==> src/rtl/rv32i_dmem_if.sv <==
// rv32i_dmem_if: data-memory responder for the RV32I pipeline.
//
// Takes load/store requests from the execute stage (word-aligned address,
// pre-shifted byte enables and store data) and runs each one as a single
// transaction on an Avalon-MM-style master port. That port supports
// wait-states and pipelined read data. Load data is extracted, aligned and
// sign/zero-extended, then returned together with its destination register.
// The pipeline is held with stall while a transaction is outstanding.
// Misaligned accesses and transactions that exceed TIMEOUT_CYCLES pulse err.
//
// Ports:
//   clk, reset_n           clock, synchronous active-low reset
//   req_load, req_store    request strobes, sampled only while stall = 0
//   req_addr               word-aligned address
//   req_byte_off           original address bits [1:0]
//   req_width              0 byte, 1 half, 2/3 word
//   req_unsigned           zero-extend loads
//   req_be, req_wdata      lane-shifted store enables/data
//   req_rd                 load destination register
//   stall                  transaction in progress
//   ld_valid, ld_rd,       one-cycle load result pulse with register index
//   ld_data                and aligned, extended data
//   err                    one-cycle pulse on misalignment or timeout
//   avm_*                  Avalon-MM master port
module rv32i_dmem_if #(
   parameter int unsigned TIMEOUT_CYCLES = 255
) (
   input  logic        clk,
   input  logic        reset_n,
   input  logic        req_load,
   input  logic        req_store,
   input  logic [31:0] req_addr,
   input  logic [1:0]  req_byte_off,
   input  logic [1:0]  req_width,
   input  logic        req_unsigned,
   input  logic [3:0]  req_be,
   input  logic [31:0] req_wdata,
   input  logic [4:0]  req_rd,
   output logic        stall,
   output logic        ld_valid,
   output logic [4:0]  ld_rd,
   output logic [31:0] ld_data,
   output logic        err,
   output logic [31:0] avm_address,
   output logic [3:0]  avm_byteenable,
   output logic        avm_write,
   output logic [31:0] avm_writedata,
   output logic        avm_read,
   input  logic        avm_waitrequest,
   input  logic [31:0] avm_readdata,
   input  logic        avm_readdatavalid
);

   typedef enum logic [1:0] {IDLE, WRITE, READ_CMD, READ_WAIT} state_t;

   // The last busy cycle allowed for a transaction has count TIMEOUT_CYCLES-1.
   localparam logic [15:0] CNT_LAST = 16'(TIMEOUT_CYCLES - 1);

   state_t      state_q, state_d;
   logic [15:0] cnt_q, cnt_d;
   logic [1:0]  off_q, off_d;
   logic [1:0]  width_q, width_d;
   logic        uns_q, uns_d;
   logic [4:0]  rd_q, rd_d;

   logic        ld_valid_d, err_d, avm_write_d, avm_read_d;
   logic [4:0]  ld_rd_d;
   logic [31:0] ld_data_d, avm_address_d, avm_writedata_d;
   logic [3:0]  avm_byteenable_d;

   logic        misaligned, timed_out, complete, abort;

   // Select the addressed lane and extend it to 32 bits.
   function automatic logic [31:0] align_load(input logic [31:0] d,
                                              input logic [1:0]  off,
                                              input logic [1:0]  width,
                                              input logic        uns);
      logic [7:0]  b;
      logic [15:0] h;
      case (off)
         2'd0:    b = d[7:0];
         2'd1:    b = d[15:8];
         2'd2:    b = d[23:16];
         default: b = d[31:24];
      endcase
      h = off[1] ? d[31:16] : d[15:0];
      case (width)
         2'd0:    return {{24{~uns & b[7]}}, b};
         2'd1:    return {{16{~uns & h[15]}}, h};
         default: return d;  // width 3 behaves as word
      endcase
   endfunction

   assign stall      = (state_q != IDLE);
   assign misaligned = ((req_width == 2'd1) && req_byte_off[0]) ||
                       (req_width[1] && (req_byte_off != 2'd0));
   // The counter runs for the whole transaction, including READ_CMD -> READ_WAIT.
   assign timed_out  = (cnt_q == CNT_LAST);

   // NOTE: every signal assigned in this block gets a default first so that no path leaves it unassigned and infers a latch.
   always_comb begin
      state_d          = state_q;
      cnt_d            = stall ? cnt_q + 16'd1 : cnt_q;
      off_d            = off_q;
      width_d          = width_q;
      uns_d            = uns_q;
      rd_d             = rd_q;
      ld_valid_d       = 1'b0;
      err_d            = 1'b0;
      ld_rd_d          = ld_rd;
      ld_data_d        = ld_data;
      avm_address_d    = avm_address;
      avm_byteenable_d = avm_byteenable;
      avm_writedata_d  = avm_writedata;
      avm_write_d      = avm_write;
      avm_read_d       = avm_read;
      complete         = 1'b0;
      abort            = 1'b0;

      case (state_q)
         IDLE: begin
            if (req_store) begin
               // A store wins over a simultaneous load.
               if (misaligned) begin
                  err_d = 1'b1;
               end else begin
                  avm_address_d    = req_addr;
                  avm_byteenable_d = req_be;
                  avm_writedata_d  = req_wdata;
                  avm_write_d      = 1'b1;
                  cnt_d            = 16'd0;
                  state_d          = WRITE;
               end
            end else if (req_load) begin
               if (misaligned) begin
                  err_d      = 1'b1;
                  ld_valid_d = 1'b1;
                  ld_rd_d    = req_rd;
                  ld_data_d  = 32'd0;
               end else begin
                  avm_address_d    = req_addr;
                  avm_byteenable_d = 4'b1111;
                  avm_read_d       = 1'b1;
                  off_d            = req_byte_off;
                  width_d          = req_width;
                  uns_d            = req_unsigned;
                  rd_d             = req_rd;
                  cnt_d            = 16'd0;
                  state_d          = READ_CMD;
               end
            end
         end
         WRITE: begin
            if (!avm_waitrequest) begin
               avm_write_d = 1'b0;
               state_d     = IDLE;
            end else if (timed_out) begin
               abort = 1'b1;
            end
         end
         READ_CMD: begin
            if (!avm_waitrequest && avm_readdatavalid) begin
               complete = 1'b1;
            end else if (timed_out) begin
               abort = 1'b1;
            end else if (!avm_waitrequest) begin
               avm_read_d = 1'b0;
               state_d    = READ_WAIT;
            end
         end
         READ_WAIT: begin
            if (avm_readdatavalid) begin
               complete = 1'b1;
            end else if (timed_out) begin
               abort = 1'b1;
            end
         end
         default: state_d = IDLE;
      endcase

      if (complete) begin
         avm_read_d = 1'b0;
         ld_valid_d = 1'b1;
         ld_rd_d    = rd_q;
         ld_data_d  = align_load(avm_readdata, off_q, width_q, uns_q);
         state_d    = IDLE;
      end

      if (abort) begin
         avm_read_d  = 1'b0;
         avm_write_d = 1'b0;
         err_d       = 1'b1;
         state_d     = IDLE;
         if (state_q != WRITE) begin
            ld_valid_d = 1'b1;
            ld_rd_d    = rd_q;
            ld_data_d  = 32'd0;
         end
      end
   end

   // NOTE: sequential state uses non-blocking assignments so every register samples pre-edge values regardless of statement order.
   always_ff @(posedge clk) begin
      if (!reset_n) begin
         state_q        <= IDLE;
         cnt_q          <= 16'd0;
         off_q          <= 2'd0;
         width_q        <= 2'd0;
         uns_q          <= 1'b0;
         rd_q           <= 5'd0;
         ld_valid       <= 1'b0;
         err            <= 1'b0;
         ld_rd          <= 5'd0;
         ld_data        <= 32'd0;
         avm_address    <= 32'd0;
         avm_byteenable <= 4'd0;
         avm_writedata  <= 32'd0;
         avm_write      <= 1'b0;
         avm_read       <= 1'b0;
      end else begin
         state_q        <= state_d;
         cnt_q          <= cnt_d;
         off_q          <= off_d;
         width_q        <= width_d;
         uns_q          <= uns_d;
         rd_q           <= rd_d;
         ld_valid       <= ld_valid_d;
         err            <= err_d;
         ld_rd          <= ld_rd_d;
         ld_data        <= ld_data_d;
         avm_address    <= avm_address_d;
         avm_byteenable <= avm_byteenable_d;
         avm_writedata  <= avm_writedata_d;
         avm_write      <= avm_write_d;
         avm_read       <= avm_read_d;
      end
   end

endmodule

==> config.mk <==
export PLATFORM = sky130hd
export DESIGN_NAME = rv32i_dmem_if
export DESIGN_NICKNAME = d
export VERILOG_FILES = /design/src/rtl/rv32i_dmem_if.sv
export SDC_FILE = /design/constraint.sdc
export NUM_CORES = 1
export LEC_CHECK = 0
export CAP_MARGIN = 20
export CORE_MARGIN = 1
export CORE_UTILIZATION = 45
export DETAILED_ROUTE_END_ITERATION = 16
export GPL_ROUTABILITY_DRIVEN = 1
export HOLD_SLACK_MARGIN = 0.12
export PLACE_DENSITY = 0.8
export SYNTH_ARGS = -nofsm -noshare
export SYNTH_HDL_FRONTEND = slang
export SYNTH_SLANG_ARGS = --single-unit
==> constraint.sdc <==
create_clock -name clk -period 2.4 [get_ports clk]
set_clock_uncertainty 0.15 [all_clocks]
set_input_delay 0.36 -clock clk [delete_from_list [all_inputs] [get_ports clk]]
set_output_delay 0.36 -clock clk [all_outputs]
set_load 0.1 [all_outputs]
==> results.toml, run 1 <==
[outcome]
run_status = "complete, no violations"

[final_layout]
multi_input_area_mm2 = 0.003269
fillers = 1157
syn_to_final_growth_pct = 44.50
fin_util_pct = 67.87
num_antenna_cells = 0
design_area_mm2 = 0.009130
layout.area.seq_mm2 = 0.002743
final_layout_size_suffix_gt1_share_pct = 21.79
final_net_count = 1063

[logic_synthesis]
synthesis_warnings = 0
synth_top_cells_by_count = "145 x nand2_1, 137 x dfxtp_1, 58 x a21boi_0"
postSynthAreaPerCell_um2 = 8.887
postSynth.topFlopCell = "dfxtp_1"
postSynth.asyncResetShare_pct = 0
synth_seq_cells = 137
mappedNetlistArea_mm2 = 0.006319
yosys.cell_types.count = 59
synth_largest_type_area_fraction_pct = 43.41
post_synth_inst_count = 711
synth_seq_area_share_pct = 43.41
synth_edf_count = 0
yosys.cell_count.top_type = "nand2_1"
netlist_top_cells_area = "dfxtp_1 43%, nand2_1 8.6%, a21boi_0 6.9%"
netlist.top_cell.by_area = "dfxtp_1"
synth_fp_nets = 834

[global_routing]
track_usage_pct = 25.16
grt_pass1_vias = 5836
antenna_violations_before_repair = 0
grt-ovfl-total = 0
grt_first_pass_wirelength_um = 28570
grt_start_max_net_pins = 38

[timing]
tightestPinTransition_ns = 0.5686
achievable-frequency_mhz = 438.1
setup_repair_after_global_routing_missed_its_margin = "no"
maxSlewViolCount = 0
slew_limit_headroom_pct = 62.09
min_period_over_period_pct = 95.11
setup_slack_of_the_critical_path_after_layout_ns = 0.1174
layout_min_cycle_time_ns = 2.283
setup_viol = 0
timing.final.hold_violations = 0

[drt]
via_count = 6134
ant_nets = 0
drt-wirelength-per-cell_um = 16.09
routed_wl_um = 18110
firstDrtPassIters = 5
drt_iter0_drcs = 549
vias_per_cell = 5.448
route.detailed.drc = 0

[floorplanning]
rows = 42
initial_core_util_pct = 46.97
dieArea_mm2 = 0.01452
coreArea_mm2 = 0.01345
number_of_primary_i_o_pins = 226
chipHeight_um = 120.5
die_x_um = 120.5

[placed_design]
place_worst_setup_slack_ns = -0.03418
hpwl_um = 13170
placement.cell_area_mm2 = 0.008643
port_bufs = 225
routabilityCongestion = 0.8738

[cts]
tritoncts = "yes"
cts-buffers-inserted = 17
cts_sinks = 137
cts.path.max_buffers = 2
root_buffer = "clkbuf_16"
postCtsSetupBuffers = 0
clk_latency_ns = 0.41
cts_hold_buffers = 0
htree_num_levels = 4
clkTransAtPathRegs_ns = 0.05
ctsResizeCount = 0

[run]
max_cap_violation_count = 0

[worst_hold_path]
hold_path_class = "flop to flop"

[power_and_ir_drop]
cellPowerDensity_mw_per_mm2 = 936.8
power.ir.vdd_worst_uv = 604.2
p_leak_uw = 0.003693

[setup_path]
timing.critical_path.from_type = "flop"
worstSetupEndpointType = "flop"
critical_path_arrival_ns = 2.47
top_fanout_value_on_the_critical_path = 5
crit_type = "flop to flop"
ff2ff_setup_slack_ns = 0.12
crit_required_ns = 2.59
## where the power goes
part | internal [uW] | switching [uW] | leakage (uW)
Sequential | 2530 | 146 | 0.00111
Combinational | 1080 | 2600 | 0.00234
Clock | 1320 | 883 | 0.000243
## registers in the layout, indices dropped and copies added, names as in the netlist, 2 cells and up
signal and cells:
state_q 2, off_q 2, width_q 2, avm_address 32, cnt_q 16, ld_rd 5, ld_data 32, rd_q 5
avm_byteenable 4, avm_writedata 32
## cell usage in the layout (no fill, tap or decap), types with 8 or more instances in the layout
master / n
a21oi_1: 33
nand3_1: 33
mux4_2: 9
inv_1: 10
buf_4: 147
xor2_1: 10
clkdlybuf4s50_1: 114
nor2b_1: 18
a21boi_0: 58
a31oi_1: 10
mux2i_1: 16
a22o_1: 8
nor3_1: 13
nor2_1: 22
a32oi_1: 16
a221oi_1: 10
and3_1: 9
clkbuf_16: 17
nand4_1: 8
nand2_1: 145
dfxtp_1: 137
## worst max-delay path, stage by stage (launching register included)
cell and delay, ns:
dfxtp_1 0.38, inv_1 0.10, ha_1 0.24, nor4_1 0.38
nand4_2 0.25, o31ai_4 0.45, mux2i_1 0.25
## cell families after synthesis
| group | share of synthesized area, % |
|---|---|
| mux | 5.742 |
| xor+xnor | 1.525 |
| compound gates | 22.53 |
| flops | 43.41 |
| fa+ha+maj | 1.386 |
| buf+inv | 4.911 |
| simple gates | 20.50 |
## routing by layer
metal  track usage, %  up-vias  part of all wire [%]
li1                 -     3001                     -
met1            30.15     2851                    42
met2            40.80      255                    47
met3            9.670       27                   9.7
met4            9.259        0                   1.7
met5                0        -                     0
## cell type report
class,instances,area share [%]
clock inverters,5,0.2741
multi-input cells,505,35.81
repair buffers,268,25.96
clock buffers,24,5.057
inverters,11,0.4522
flip-flops and latches,137,30.04
well taps,176,2.412
## stage by stage
stage,hold slack [ns],total power [uW],TNS [ns],std cells
after detailed placement,0.2991,6404,-0.07434,1097
after global placement,0.2932,6376,0,1097
after global routing,0.3199,8931,0,1126
final,0.3060,8553,0,1126
after floorplan,0.2881,5337,0,711
after CTS,0.3067,8628,0,1126
## path summary, 6_finish.rpt
check	depth (start not counted)	endpoint	start
setup reg to reg	6	ld_rd[2]	state_q[1]
setup / recovery	6	ld_rd[2]	state_q[1]
hold reg to reg	2	avm_address[2]	avm_address[2]
hold / removal	2	avm_address[2]	avm_address[2]
No activity file was read; power rests on OpenSTA's default activity.
==> inputs of run 2 (changes only) <==
- ABC_CLOCK_PERIOD_IN_PS: not set -> 2400
==> results of run 2 <==
The final DEF is identical to that of run 1; final timing and power are the same.
==> inputs of run 3 (changes only) <==
- GPL_TIMING_DRIVEN: not set -> 0
==> results.toml, run 3 (synthesis gave the netlist of run 1 again) <==
[placed_design]
placed_cells = 1111
hpwl_um = 14150
place_worst_setup_slack_ns = -0.2762
routabilityCongestion = 0.9146
port_bufs = 224
placement.cell_area_mm2 = 0.008781

[timing]
setup_viol = 0
achievable-frequency_mhz = 421.6
tightestPinTransition_ns = 1.044
setup_slack_of_the_critical_path_after_layout_ns = 0.02816
timing.final.hold_violations = 0
setup_repair_after_global_routing_missed_its_margin = "yes"
worst_hold_slack_ns = 0.2895
maxSlewViolCount = 0
min_period_over_period_pct = 98.83
layout_min_cycle_time_ns = 2.372
slew_limit_headroom_pct = 30.70

[drt]
ant_nets = 0
drt-wirelength-per-cell_um = 16.86
route.detailed.drc = 0
routed_wl_um = 19430
vias_per_cell = 5.553
firstDrtPassIters = 5
via_count = 6397
drt_iter0_drcs = 477

[final_layout]
final_layout_size_suffix_gt1_share_pct = 11.17
final_net_count = 1086
mostFrequentLayoutCells = "145 x nand2_1, 135 x dfxtp_1, 115 x clkdlybuf4s50_1, 85 x dlygate4sd2_1, 58 x a21boi_0"
num_antenna_cells = 0
syn_to_final_growth_pct = 50.44
layout_commonest_cell = "nand2_1"
finish.cell_count_without_fillers = 1152
reg.largest.list = "avm_address (32), avm_writedata (32), ld_data (32)"
design_area_mm2 = 0.009505

[setup_path]
cp_cell_sequence = "clkdlybuf4s50_1"
max_stage_delay_ns = 1.13
critical_path_buf_inv_count = 1
critical_path_arrival_ns = 1.86
path_delay_family = "buffers and inverters"
reg2reg_from = "state_q[0]"
worst_r2r_path_depth = 8
ff2ff_setup_slack_ns = 0.14
cp.depth = 1
top_fanout_value_on_the_critical_path = 2
worst_r2r_endpoint = "ld_data[29]"
cp-endpoint = "avm_address[15]"
worst_setup_path_startpoint = "avm_address[15]"
worstSetupEndpointType = "output port"
crit_required_ns = 1.89
crit_type = "flop to output port"
critical-path-slowest-cell = "clkdlybuf4s50_1"
timing.critical_path.from_type = "flop"

[power_and_ir_drop]
power.ir.vdd_worst_uv = 539.3
power_uw = 9056
cellPowerDensity_mw_per_mm2 = 952.8
p_leak_uw = 0.004293

[floorplanning]
dieArea_mm2 = 0.01452
die_x_um = 120.5
rows = 42
chipHeight_um = 120.5
initial_core_util_pct = 46.97
coreArea_mm2 = 0.01345
number_of_primary_i_o_pins = 226

[run]
max_cap_violation_count = 0

[cts]
tritoncts = "yes"
cts-buffers-inserted = 17
cts_hold_buffers = 0
root_buffer = "clkbuf_16"
clk_latency_ns = 0.42
cts.path.max_buffers = 2
clkTransAtPathRegs_ns = 0.06
htree_num_levels = 4
cts_sinks = 137

[global_routing]
grt_first_pass_wirelength_um = 30220
grt-ovfl-total = 0
grt_start_max_net_pins = 17
track_usage_pct = 26.66
grt_pass1_vias = 6041
antenna_violations_before_repair = 0

[worst_hold_path]
hold_path_class = "primary input to flop"
worst_hold_path_stage_count = 3

[outcome]
run_status = "complete, no violations"
==> run 3: cell types whose count changed in the layout (fill, tap and decap cells not counted), sizes merged <==
cell | previous run | this run
clkdlybuf4s50 | 114 | 115
buf | 154 | 36
clkinvlp | 0 | 4
dlygate4sd2 | 0 | 85
dlymetal6s2s | 0 | 23
bufinv | 0 | 4
clkinv | 5 | 3
clkbuf | 24 | 53
==> run 3: metrics by stage <==
stage | TNS, ns | utilization [%]
final | 0 | 70.66
after global routing | -0.03629 | 70.66
after CTS | 0 | 69.45
after detailed placement | -18.88 | 65.27
after global placement | -19.01 | 65.27
after floorplan | 0 | -
==> run 3: worst min path at each step <==
stage,startpoint,end
global placement,avm_address[20],avm_address[20]
detailed placement,avm_address[20],avm_address[20]
CTS,req_store,avm_write
floorplan,rd_q[0],ld_rd[0]
global route,avm_address[19],avm_address[19]
finish,req_store,avm_write
==> run 3: repair_timing <==
| item | in CTS | in global routing |
|---|---|---|
| setup buffers | 4 | 5 |
| setup endpoints to repair | 153 | 122 |
| pin swaps | 3 | 4 |
| gates resized for setup | 92 | 42 |
| hold endpoints to repair | 0 | 0 |
==> run 3: cell type report <==
cell class | count | area, um^2
Tap cell | 176 | 220.2
Multi-Input combinational cell | 505 | 3307
Fill cell | 1140 | 3948
Buffer | 58 | 284.0
Sequential cell | 137 | 2745
Timing Repair Buffer | 233 | 2268
Clock buffer | 21 | 470.5
Clock inverter | 11 | 168.9
Inverter | 11 | 41.29
==> run 3: where the power goes <==
group | switching, uW | internal [uW] | total, uW
Combinational | 2640 | 962 | 3600
Clock | 981 | 1820 | 2800
Sequential | 133 | 2530 | 2660
==> run 3: metal layers <==
layer  track usage [%]  share of wire, %
met1             31.67                41
met2             43.86                45
met3             9.764                11
met4             9.954               2.4
met5                 0                 0
==> run 3: worst min-delay path: stages <==
cell,delay [ns]
clkbuf_1,0.20
nand4b_1,0.16
a31oi_1,0.09
